[config.mk]
export PLATFORM = sky130hd
export DESIGN_NAME = prog_loader_flat
export DESIGN_NICKNAME = d
export VERILOG_FILES = /design/src/rtl/loader_pkg.sv /design/src/rtl/prog_loader_if.sv /design/src/rtl/loader_timeout.sv /design/src/rtl/prog_loader.sv /design/src/flat_wrapper.sv
export SDC_FILE = /design/constraint.sdc
export NUM_CORES = 1
export LEC_CHECK = 0
export ABC_AREA = 0
export BUFFER_PORTS_ARGS = -buffer_cell sky130_fd_sc_hd__buf_2
export CORE_MARGIN = 4
export CORE_UTILIZATION = 40
export DETAILED_ROUTE_END_ITERATION = 7
export SYNTH_ARGS = -nofsm -noshare
export SYNTH_HDL_FRONTEND = slang
export SYNTH_HIERARCHICAL = 1
export SYNTH_SLANG_ARGS = --single-unit
[constraint.sdc]
create_clock -name clk -period 2.4 [get_ports clk]
set_clock_uncertainty 0.15 [all_clocks]
set_input_delay 0.12 -clock clk [delete_from_list [all_inputs] [get_ports clk]]
set_output_delay 0.12 -clock clk [all_outputs]
set_load 0.01 [all_outputs]
[src/rtl/loader_pkg.sv]
// Shared definitions for the program loader.
//   state_t   : loader FSM states
//   CMD_*     : command byte codes carried in the first byte of a frame
//   is_load_cmd / is_valid_cmd : command classification helpers
package loader_pkg;

  typedef enum logic [2:0] {
    IDLE,
    A0,
    A1,
    C0,
    C1,
    DATA,
    WR,
    CSUM
  } state_t;

  localparam logic [7:0] CMD_LOAD_IM = 8'h01;
  localparam logic [7:0] CMD_LOAD_DM = 8'h02;
  localparam logic [7:0] CMD_RUN     = 8'h03;
  localparam logic [7:0] CMD_HALT    = 8'h04;

  function automatic logic is_load_cmd(input logic [7:0] b);
    return (b == CMD_LOAD_IM) || (b == CMD_LOAD_DM);
  endfunction

  function automatic logic is_valid_cmd(input logic [7:0] b);
    return (b >= CMD_LOAD_IM) && (b <= CMD_HALT);
  endfunction

endpackage

[src/rtl/prog_loader_if.sv]
// Byte-stream input and memory load port of the program loader.
//   in_valid / in_data / in_ready : byte handshake from the host link
//   addr / din / we_im / we_dm    : word write port into the CPU memories
// master : host link + memory side (drives bytes, observes writes)
// slave  : the loader itself
interface prog_loader_if;

  logic        in_valid;
  logic [7:0]  in_data;
  logic        in_ready;
  logic [31:0] addr;
  logic [31:0] din;
  logic        we_im;
  logic        we_dm;

  modport master (
    output in_valid, in_data,
    input  in_ready, addr, din, we_im, we_dm
  );

  modport slave (
    input  in_valid, in_data,
    output in_ready, addr, din, we_im, we_dm
  );

endinterface

[src/rtl/loader_timeout.sv]
// Idle watchdog for a frame in progress.
//   clk, rstn : clock, async active-low reset
//   clear     : restart the idle count (handshake seen or loader idle)
//   enable    : count this cycle (busy without a handshake)
//   expire    : high in the TIMEOUT_CYC-th consecutive enabled cycle
module loader_timeout #(
  parameter int TIMEOUT_CYC = 65535
) (
  input  logic clk,
  input  logic rstn,
  input  logic clear,
  input  logic enable,
  output logic expire
);

  // The count only ever needs to reach TIMEOUT_CYC-1; expire fires while
  // it sits there and another idle cycle is being counted.
  localparam int W = (TIMEOUT_CYC > 1) ? $clog2(TIMEOUT_CYC) : 1;
  localparam logic [W-1:0] LAST = W'(TIMEOUT_CYC - 1);

  logic [W-1:0] count;

  assign expire = enable && (count == LAST);

  always_ff @(posedge clk or negedge rstn) begin
    if (!rstn) begin
      count <= '0;
    end else if (clear || expire) begin
      count <= '0;
    end else if (enable) begin
      count <= count + W'(1);
    end
  end

endmodule

[src/rtl/prog_loader.sv]
// Byte-stream program loader in front of the pipelined CPU.
// Frames: CMD, ADDR_LO, ADDR_HI, CNT_LO, CNT_HI, CNT*4 data bytes, CSUM
// (CSUM = XOR of all earlier frame bytes). RUN/HALT are single bytes.
//   clk, rstn     : clock, async active-low reset
//   bus (slave)   : byte handshake in, memory write port out
//   cpu_rstn      : active-low reset to the CPU core (held low until RUN)
//   busy          : a frame is in progress
//   err           : sticky error (bad command, bad checksum, timeout)
//   words_loaded  : words written by the last or current frame
module prog_loader
  import loader_pkg::*;
#(
  parameter int ADDR_WIDTH  = 13,
  parameter int TIMEOUT_CYC = 65535,
  parameter int CNT_WIDTH   = 16
) (
  input  logic                 clk,
  input  logic                 rstn,
  prog_loader_if.slave         bus,
  output logic                 cpu_rstn,
  output logic                 busy,
  output logic                 err,
  output logic [CNT_WIDTH-1:0] words_loaded
);

  state_t state, state_next;

  logic                  hs;
  logic                  expire;
  logic                  idle_clear;
  logic                  idle_count;
  logic [7:0]            csum;
  logic [7:0]            addr_lo;
  logic [7:0]            cnt_lo;
  logic [ADDR_WIDTH-1:0] word_addr;
  logic [ADDR_WIDTH-1:0] addr_q;
  logic [CNT_WIDTH-1:0]  remaining;
  logic [CNT_WIDTH-1:0]  cnt_field;
  logic [1:0]            byte_idx;
  logic [23:0]           shift_word;
  logic [31:0]           din_q;
  logic                  load_is_dm;
  logic                  we_im_q;
  logic                  we_dm_q;

  assign hs         = bus.in_valid && bus.in_ready;
  assign cnt_field  = CNT_WIDTH'({bus.in_data, cnt_lo});
  assign idle_clear = hs || (state == IDLE);
  assign idle_count = (state != IDLE) && !hs;

  assign bus.addr  = 32'(addr_q);
  assign bus.din   = din_q;
  assign bus.we_im = we_im_q;
  assign bus.we_dm = we_dm_q;

  loader_timeout #(
    .TIMEOUT_CYC(TIMEOUT_CYC)
  ) u_timeout (
    .clk   (clk),
    .rstn  (rstn),
    .clear (idle_clear),
    .enable(idle_count),
    .expire(expire)
  );

  always_ff @(posedge clk or negedge rstn) begin
    if (!rstn) state <= IDLE;
    else       state <= state_next;
  end

  // A timeout overrides whatever the frame would have done next.
  always_comb begin
    state_next = state;
    case (state)
      IDLE: if (hs && is_load_cmd(bus.in_data)) state_next = A0;
      A0:   if (hs) state_next = A1;
      A1:   if (hs) state_next = C0;
      C0:   if (hs) state_next = C1;
      C1:   if (hs) state_next = (cnt_field == '0) ? CSUM : DATA;
      DATA: if (hs && byte_idx == 2'd3) state_next = WR;
      WR:   state_next = (remaining == CNT_WIDTH'(1)) ? CSUM : DATA;
      CSUM: if (hs) state_next = IDLE;
      default: state_next = IDLE;
    endcase
    if (expire) state_next = IDLE;
  end

  // The WR cycle is the only one that refuses a byte, which lets the
  // write bookkeeping happen without colliding with a new data byte.
  always_comb begin
    bus.in_ready = (state != WR);
    busy         = (state != IDLE);
  end

  // Datapath: field capture, word assembly, checksum and status.
  // The write strobe, addr and din are loaded together on the 4th data
  // byte so they are all valid during the WR cycle and addr/din then hold
  // until the next word.
  always_ff @(posedge clk or negedge rstn) begin
    if (!rstn) begin
      cpu_rstn     <= 1'b0;
      err          <= 1'b0;
      words_loaded <= '0;
      csum         <= '0;
      addr_lo      <= '0;
      cnt_lo       <= '0;
      word_addr    <= '0;
      addr_q       <= '0;
      remaining    <= '0;
      byte_idx     <= '0;
      shift_word   <= '0;
      din_q        <= '0;
      load_is_dm   <= 1'b0;
      we_im_q      <= 1'b0;
      we_dm_q      <= 1'b0;
    end else begin
      we_im_q <= 1'b0;
      we_dm_q <= 1'b0;
      if (hs) csum <= csum ^ bus.in_data;

      case (state)
        IDLE: begin
          if (hs) begin
            csum <= bus.in_data;
            err  <= !is_valid_cmd(bus.in_data);
            case (bus.in_data)
              CMD_LOAD_IM, CMD_LOAD_DM: begin
                cpu_rstn     <= 1'b0;
                words_loaded <= '0;
                load_is_dm   <= (bus.in_data == CMD_LOAD_DM);
              end
              CMD_RUN:  cpu_rstn <= 1'b1;
              CMD_HALT: cpu_rstn <= 1'b0;
              default: ;
            endcase
          end
        end
        A0: if (hs) addr_lo <= bus.in_data;
        A1: if (hs) word_addr <= ADDR_WIDTH'({bus.in_data, addr_lo});
        C0: if (hs) cnt_lo <= bus.in_data;
        C1: begin
          if (hs) begin
            remaining <= cnt_field;
            byte_idx  <= '0;
          end
        end
        DATA: begin
          if (hs) begin
            byte_idx   <= byte_idx + 2'd1;
            shift_word <= {bus.in_data, shift_word[23:8]};
            if (byte_idx == 2'd3) begin
              din_q   <= {bus.in_data, shift_word};
              addr_q  <= word_addr;
              we_im_q <= !load_is_dm;
              we_dm_q <= load_is_dm;
            end
          end
        end
        WR: begin
          word_addr    <= word_addr + ADDR_WIDTH'(1);
          remaining    <= remaining - CNT_WIDTH'(1);
          words_loaded <= words_loaded + CNT_WIDTH'(1);
        end
        CSUM: if (hs && bus.in_data != csum) err <= 1'b1;
        default: ;
      endcase

      if (expire) err <= 1'b1;
    end
  end

endmodule

[src/flat_wrapper.sv]
// flat-port wrapper written by rule: the top's interface ports become plain ports
module prog_loader_flat import loader_pkg::*;
#(
  parameter int ADDR_WIDTH  = 13,
  parameter int TIMEOUT_CYC = 65535,
  parameter int CNT_WIDTH   = 16
)
  (clk, rstn, cpu_rstn, busy, err, words_loaded, bus_in_valid, bus_in_data, bus_in_ready, bus_addr, bus_din, bus_we_im, bus_we_dm);
  prog_loader_if bus_i ();
  input  logic clk;
  input  logic rstn;
  output logic cpu_rstn;
  output logic busy;
  output logic err;
  output logic [CNT_WIDTH-1:0] words_loaded;
  input wire logic [$bits(bus_i.in_valid)-1:0] bus_in_valid;
  input wire logic [$bits(bus_i.in_data)-1:0] bus_in_data;
  output wire logic [$bits(bus_i.in_ready)-1:0] bus_in_ready;
  output wire logic [$bits(bus_i.addr)-1:0] bus_addr;
  output wire logic [$bits(bus_i.din)-1:0] bus_din;
  output wire logic [$bits(bus_i.we_im)-1:0] bus_we_im;
  output wire logic [$bits(bus_i.we_dm)-1:0] bus_we_dm;
  assign bus_i.in_valid = bus_in_valid;
  assign bus_i.in_data = bus_in_data;
  assign bus_in_ready = bus_i.in_ready;
  assign bus_addr = bus_i.addr;
  assign bus_din = bus_i.din;
  assign bus_we_im = bus_i.we_im;
  assign bus_we_dm = bus_i.we_dm;
  prog_loader #(.ADDR_WIDTH(ADDR_WIDTH), .TIMEOUT_CYC(TIMEOUT_CYC), .CNT_WIDTH(CNT_WIDTH)) u_core (.clk(clk), .rstn(rstn), .bus(bus_i), .cpu_rstn(cpu_rstn), .busy(busy), .err(err), .words_loaded(words_loaded));
endmodule
==> run summary, run 1 <==
outcome - finished clean
Clk pin slew, worst setup/hold paths - 70 ps
CP Max Fanout - 14
cts bufs inserted - 17
final hold viol count - 0
Async S/R FF share, synth - 100%
RePlAce Congestion - 0.855
NumNets Final - 810
Sequential Area - 4100 sq um
Root Driver - clkbuf_16
fillcell total - 1728
Worst path slowest cell - or4_4
CTS Buffer Depth - 2
CP endpoint kind - flop
post-synth cell types - 63
Critical Path Source Type - input pin
FP Rows - 50
first-pass GRT wire length - 29900 um
Syn Area/Cell - 11.0 sq um
Post-Syn Instances - 705
worst reg2reg endpoint - u_core/remaining[12]
area of the multi-input gates - 3360 sq um
Crit Path Category - input pin to flop
hold path depth - 3
Mapped Area - 7770 sq um
Max Freq - 441 MHz
PortBufs - 77
DRC violations left - 0
Die Y - 147 um
Hold Startpoint - bus_in_data[4]
ys flop type - dfrtp_1
number of max-cap violations - 0
Worst VDD drop - 0.499 mV
Pre-Repair DR Iteration Count - 5
GR Util All Layers - 17.2%
area grow syn2layout - 17.6%
pin count of the biggest net entering global routing - 68
fin. max-slew vios - 0
placed cells - 1029
Via-to-Cell Ratio - 5.33
routed len/inst - 17.0 um
CP Cell Sequence - dlygate4sd3_1 -> buf_2 -> or4_4 -> or4b_4 -> nor3_4 -> buf_4 -> nor2_1
Largest delay share family, worst path - simple AND/OR/NAND/NOR gates
r2r worst-path depth - 7
die area - 21700 sq um
endpoints failing setup - 0
fin crit share - 94.6%
die width - 147 um
Starting Density - 41.1%
most frequent cells in the layout - 164 x dfrtp_1, 83 x mux2_2, 76 x buf_2
vias in the first global route - 5704
Antenna diodes - 0
final worst setup slack - 130 ps
number of synthesized flops with an enable pin - 0
pre-CTS WS - 87.9 ps
Hold Crit Class - input pin to flop
max_slew headroom - 46.6%
share of cells above drive strength 1 - 29.3%
DRT Wirelength - 18100 um
slowest cell delay on critical path - 550 ps
Lkg Pwr - 4.33 nW
Worst R2R Start - u_core/remaining[0]
post-CTS setup buffers - 0
H-tree levels - 4
GR Overflow Total - 0
initial antenna violation count - 0
Initial DRC Count - 458
Post-DRT Antenna Nets - 0
Worst-Skew Late Latency - 420 ps
crit path buf inv count - 3
most common cell after layout, fill and taps aside - dfrtp_1
top-level I/O count - 97
Non-Filler Instances - 1065
hold endpoint - u_core/cnt_lo[4]
Synth Register Bits - 164
Via Count - 5675
CP arrival - 2430 ps
Yosys Warn Count - 6
clock tree from TritonCTS - done
Core ar. - 18900 sq um
Tmin final - 2270 ps
RSZ-0062 raised after global routing - no
post-synthesis sequential area ratio - 52.8%
CP required - 2560 ps
Worst-Margin Slew - 793 ps
hpwl dp - 12400 um
Clock Sinks - 164
Pwr Density - 666 nW/um^2
flop-to-flop setup slack - 140 ps
[where the power goes]
part | switching (mW) | total, mW | internal (mW) | leakage, nW
registers | 0.0750 | 2.91 | 2.84 | 2.18
logic | 0.231 | 0.376 | 0.145 | 1.86
clock network | 1.15 | 2.80 | 1.64 | 0.295
total | 1.46 | 6.08 | 4.62 | 4.33
[worst max-delay path by stage]
| stage | from | to | slack, ps | cells after the start |
|---|---|---|---|---|
| final | bus_in_data[3] | u_core/words_loaded[13] | 130 | 7 |
| after global routing | u_core/state[0] | u_core/u_timeout/count[10] | 9 | 10 |
| after CTS | u_core/state[0] | u_core/state[1] | 70 | 11 |
| after detailed placement | u_core/state[0] | u_core/state[1] | 90 | 11 |
| after global placement | u_core/state[0] | u_core/state[1] | 190 | 11 |
| after floorplan | u_core/state[0] | u_core/u_timeout/count[13] | -200 | 13 |
[cell families after synthesis]
kind of cell / count (synthesis) / share of synthesized area [%]
simple gates: 244 / 16.2
flops: 164 / 52.8
compound gates: 95 / 8.21
mux: 84 / 12.2
buf+inv: 70 / 4.90
xor+xnor: 40 / 4.51
fa+ha+maj: 7 / 1.13
other cells: 1 / 0.0483
[metal layers]
| layer | routed length (um) | global-route usage, % | share of wire (%) |
|---|---|---|---|
| met5 | 0 | 0 | 0 |
| met1 | 8030 | 22.9 | 44 |
| met2 | 8650 | 27.7 | 48 |
| met4 | 337 | 5.92 | 1.9 |
| met3 | 1050 | 3.89 | 5.8 |
[sequential cells by signal, summed over array words and instances, names as in the netlist, named ones only]
name	count
u_core/bus.we_im	1
u_core/word_addr	13
u_core/words_loaded	16
u_core/u_timeout/count	16
u_core/bus.din	32
u_core/addr_q	13
u_core/addr_lo	8
u_core/state	3
u_core/shift_word	24
u_core/cpu_rstn	1
u_core/err	1
u_core/cnt_lo	8
u_core/byte_idx	2
u_core/remaining	16
u_core/bus.we_dm	1
u_core/load_is_dm	1
[stage by stage]
step           util (%)  TNS [ps]  total power [mW]  hold WS [ps]  instance area [sq um]
2_1_floorplan         -     -2620              3.17          -326                   7850
3_3_place_gp       44.9         0              3.32          19.8                   8470
3_5_place_dp       44.9         0              3.34          32.1                   8470
4_1_cts            48.3         0              6.14          16.5                   9130
5_1_grt            48.3         0              6.33          25.1                   9130
6_report           48.3         0              6.08          35.9                   9130
[cells in the mapped netlist (all sizes together) (2+ instances only)]
library cell  number  share of area [%]
a211oi             9               0.87
a21oi             23                1.5
a221o              3               0.39
a22o               2               0.23
a311oi             6               0.68
a31o               2               0.23
a31oi              2               0.16
a32o               8                1.0
and2               6               0.48
and3               6               0.48
and4               4               0.45
buf               31                3.0
clkbuf            27                1.3
dfrtp            164                 53
ha                 7                1.1
inv               11               0.53
mux2              83                 12
nand2             65                3.1
nand2b             3               0.24
nand3             17                1.1
nand3b             2               0.19
nand4             20                2.0
nor2              68                3.3
nor2b              4               0.32
nor3              21                1.6
nor3b              4               0.39
nor4              12                1.2
nor4b              2               0.23
o21ai             24                1.5
o22ai              4               0.32
o311ai             2               0.23
o31ai              2               0.19
or2                4               0.32
or4                4               0.43
xnor2             24                2.7
xor2              16                1.8
[tightest hold or removal path, stage by stage]
cell and delay [ps]:
buf_2 90, buf_4 200, mux2_2 170
[cell type report]
cell class / instances / area share (%)
sequential: 164 / 44.9
multi-input combinational: 489 / 36.8
timing repair buffer: 108 / 7.49
clock buffer: 21 / 5.15
tap: 260 / 3.56
clock inverter: 11 / 1.55
inverter: 12 / 0.507
[timing repair]
item / in CTS / in global routing
resized for setup: 0 / 1
setup endpoints to repair: 0 / 2
endpoints found under the hold margin: 70 / 0
hold buffers: 4 / 0
(Power assumes the default switching activity.)
==> inputs of run 2 (changes only) <==
CORE_MARGIN = 2   (was 4)
==> run summary, run 2 (same netlist as run 1, synthesis figures left out) <==
top-level I/O count - 97 (unchanged)
final hold viol count - 0 (unchanged)
routed len/inst - 17.2 um (was 17.0 um)
fin crit share - 96.6% (was 94.6%)
Largest delay share family, worst path - simple AND/OR/NAND/NOR gates (unchanged)
hpwl dp - 12300 um (was 12400 um)
first-pass GRT wire length - 29600 um (was 29900 um)
max_slew headroom - 60.3% (was 46.6%)
Non-Filler Instances - 1068 (was 1065)
Hold Crit Class - input pin to flop (unchanged)
clock tree from TritonCTS - done (unchanged)
DRT Wirelength - 18400 um (was 18100 um)
Antenna diodes - 0 (unchanged)
Crit Path Category - flop to flop (was input pin to flop)
Clk pin slew, worst setup/hold paths - 60 ps (was 70 ps)
die width - 143 um (was 147 um)
fin. max-slew vios - 0 (unchanged)
share of cells above drive strength 1 - 29.7% (was 29.3%)
initial antenna violation count - 0 (unchanged)
cts bufs inserted - 17 (unchanged)
H-tree levels - 4 (unchanged)
Max Freq - 431 MHz (was 441 MHz)
GR Overflow Total - 0 (unchanged)
Post-DRT Antenna Nets - 0 (unchanged)
Die Y - 143 um (was 147 um)
Starting Density - 41.1% (unchanged)
RePlAce Congestion - 0.868 (was 0.855)
CP Max Fanout - 10 (was 14)
Initial DRC Count - 388 (was 458)
most common cell after layout, fill and taps aside - dfrtp_1 (unchanged)
Lkg Pwr - 4.33 nW (about the same)
PortBufs - 77 (unchanged)
post-layout util - 48.3% (about the same)
placed cells - 1031 (was 1029)
number of max-cap violations - 0 (unchanged)
vias in the first global route - 5589 (was 5704)
die area - 20600 sq um (was 21700 sq um)
Root Driver - clkbuf_16 (unchanged)
worst-case hold slack - 10.2 ps (was 35.9 ps)
Clock Sinks - 164 (unchanged)
Core ar. - 18900 sq um (unchanged)
Via Count - 5735 (was 5675)
most frequent cells in the layout - 164 x dfrtp_1, 83 x mux2_2, 76 x buf_2 (unchanged)
Tmin final - 2320 ps (was 2270 ps)
Worst VDD drop - 0.462 mV (was 0.499 mV)
RSZ-0062 raised after global routing - yes (was no)
flop-to-flop setup slack - 80 ps (was 140 ps)
CTS Buffer Depth - 2 (unchanged)
DRC violations left - 0 (unchanged)
NumNets Final - 813 (was 810)
GR Util All Layers - 18.5% (was 17.2%)
CP endpoint kind - flop (unchanged)
Worst path slowest cell - dfrtp_1 (was or4_4)
pin count of the biggest net entering global routing - 64 (was 68)
endpoints failing setup - 0 (unchanged)
Via-to-Cell Ratio - 5.37 (was 5.33)
Pwr Density - 651 nW/um^2 (was 666 nW/um^2)
outcome - finished clean (unchanged)
CP arrival - 2480 ps (was 2430 ps)
FP Rows - 50 (unchanged)
max reg flops - 32 (unchanged)
Worst-Skew Late Latency - 430 ps (was 420 ps)
crit path buf inv count - 3 (unchanged)
slowest cell delay on critical path - 390 ps (was 550 ps)
Pre-Repair DR Iteration Count - 5 (unchanged)
area grow syn2layout - 17.4% (was 17.6%)
fillcell total - 1749 (was 1728)
Critical Path Source Type - flop (was input pin)
CP Cell Sequence - and3b_1 -> clkinv_2 -> and2_0 -> or2_4 -> inv_2 -> buf_4 -> nand3_1 -> nor4_2 -> xnor2_1 -> nor2_1 (was dlygate4sd3_1 -> buf_2 -> or4_4 -> or4b_4 -> nor3_4 -> buf_4 -> nor2_1)
CP required - 2560 ps (about the same)
Setup TNS Final - 0 ps (unchanged)
Worst-Margin Slew - 594 ps (was 793 ps)
## run 2: area by class of cell
cell class	instances	area, sq um	area share [%]
Timing Repair Buffer	111	704	7.72
Clock inverter	11	116	1.28
Clock buffer	21	460	5.05
Sequential cell	164	4100	45.0
Multi-Input combinational cell	489	3370	36.9
Tap cell	260	325	3.57
Inverter	12	46.3	0.507
## run 2: tightest hold or removal path: stages
cell and delay [ps]:
buf_2 90, buf_4 200, a21oi_1 80, nand2_1 60
## run 2: what timing repair did
| item | CTS | global route |
|---|---|---|
| resized for setup | 0 | 2 |
| endpoints found under the setup margin | 0 | 3 |
| hold endpoints to repair | 65 | 0 |
| setup buffers | 0 | 2 |
| hold buffers | 3 | 0 |
## run 2: path summary, 6_finish.rpt
kind	cells after the start	endpoint	start
worst max-delay path	10	u_core/u_timeout/count[12]	u_core/state[0]
worst min-delay path	4	u_core/remaining[13]	bus_in_data[5]
worst max register to register	10	u_core/u_timeout/count[12]	u_core/state[0]
worst min register to register	1	u_core/bus.we_im	u_core/load_is_dm
max in group asynchronous	3	u_core/cnt_lo[3]	rstn
min in group asynchronous	2	u_core/bus.din[30]	rstn
## run 2: per-stage QoR
step | instance area, sq um | setup slack (ps) | power, mW
6_report | 9120 | 82.1 | 5.94
5_1_grt | 9120 | -69.6 | 6.18
4_1_cts | 9100 | 85.3 | 6.01
3_5_place_dp | 8490 | 101 | 3.34
3_3_place_gp | 8490 | 176 | 3.32
2_1_floorplan | 7850 | -197 | 3.17
## run 2: report_power, final
group | internal [mW] | switching (mW) | leakage (nW)
clock | 1.51 | 1.15 | 0.273
sequential | 2.84 | 0.0740 | 2.18
combinational | 0.145 | 0.232 | 1.87
## run 2: metal layers
metal  track usage (%)  share of wire, %  vias to the layer above
li1                  -                 -                     2639
met1              25.0                45                     2909
met2              30.0                48                      161
met3              3.53               4.8                       26
met4              6.60               2.0                        0
met5                 0                 0                        -
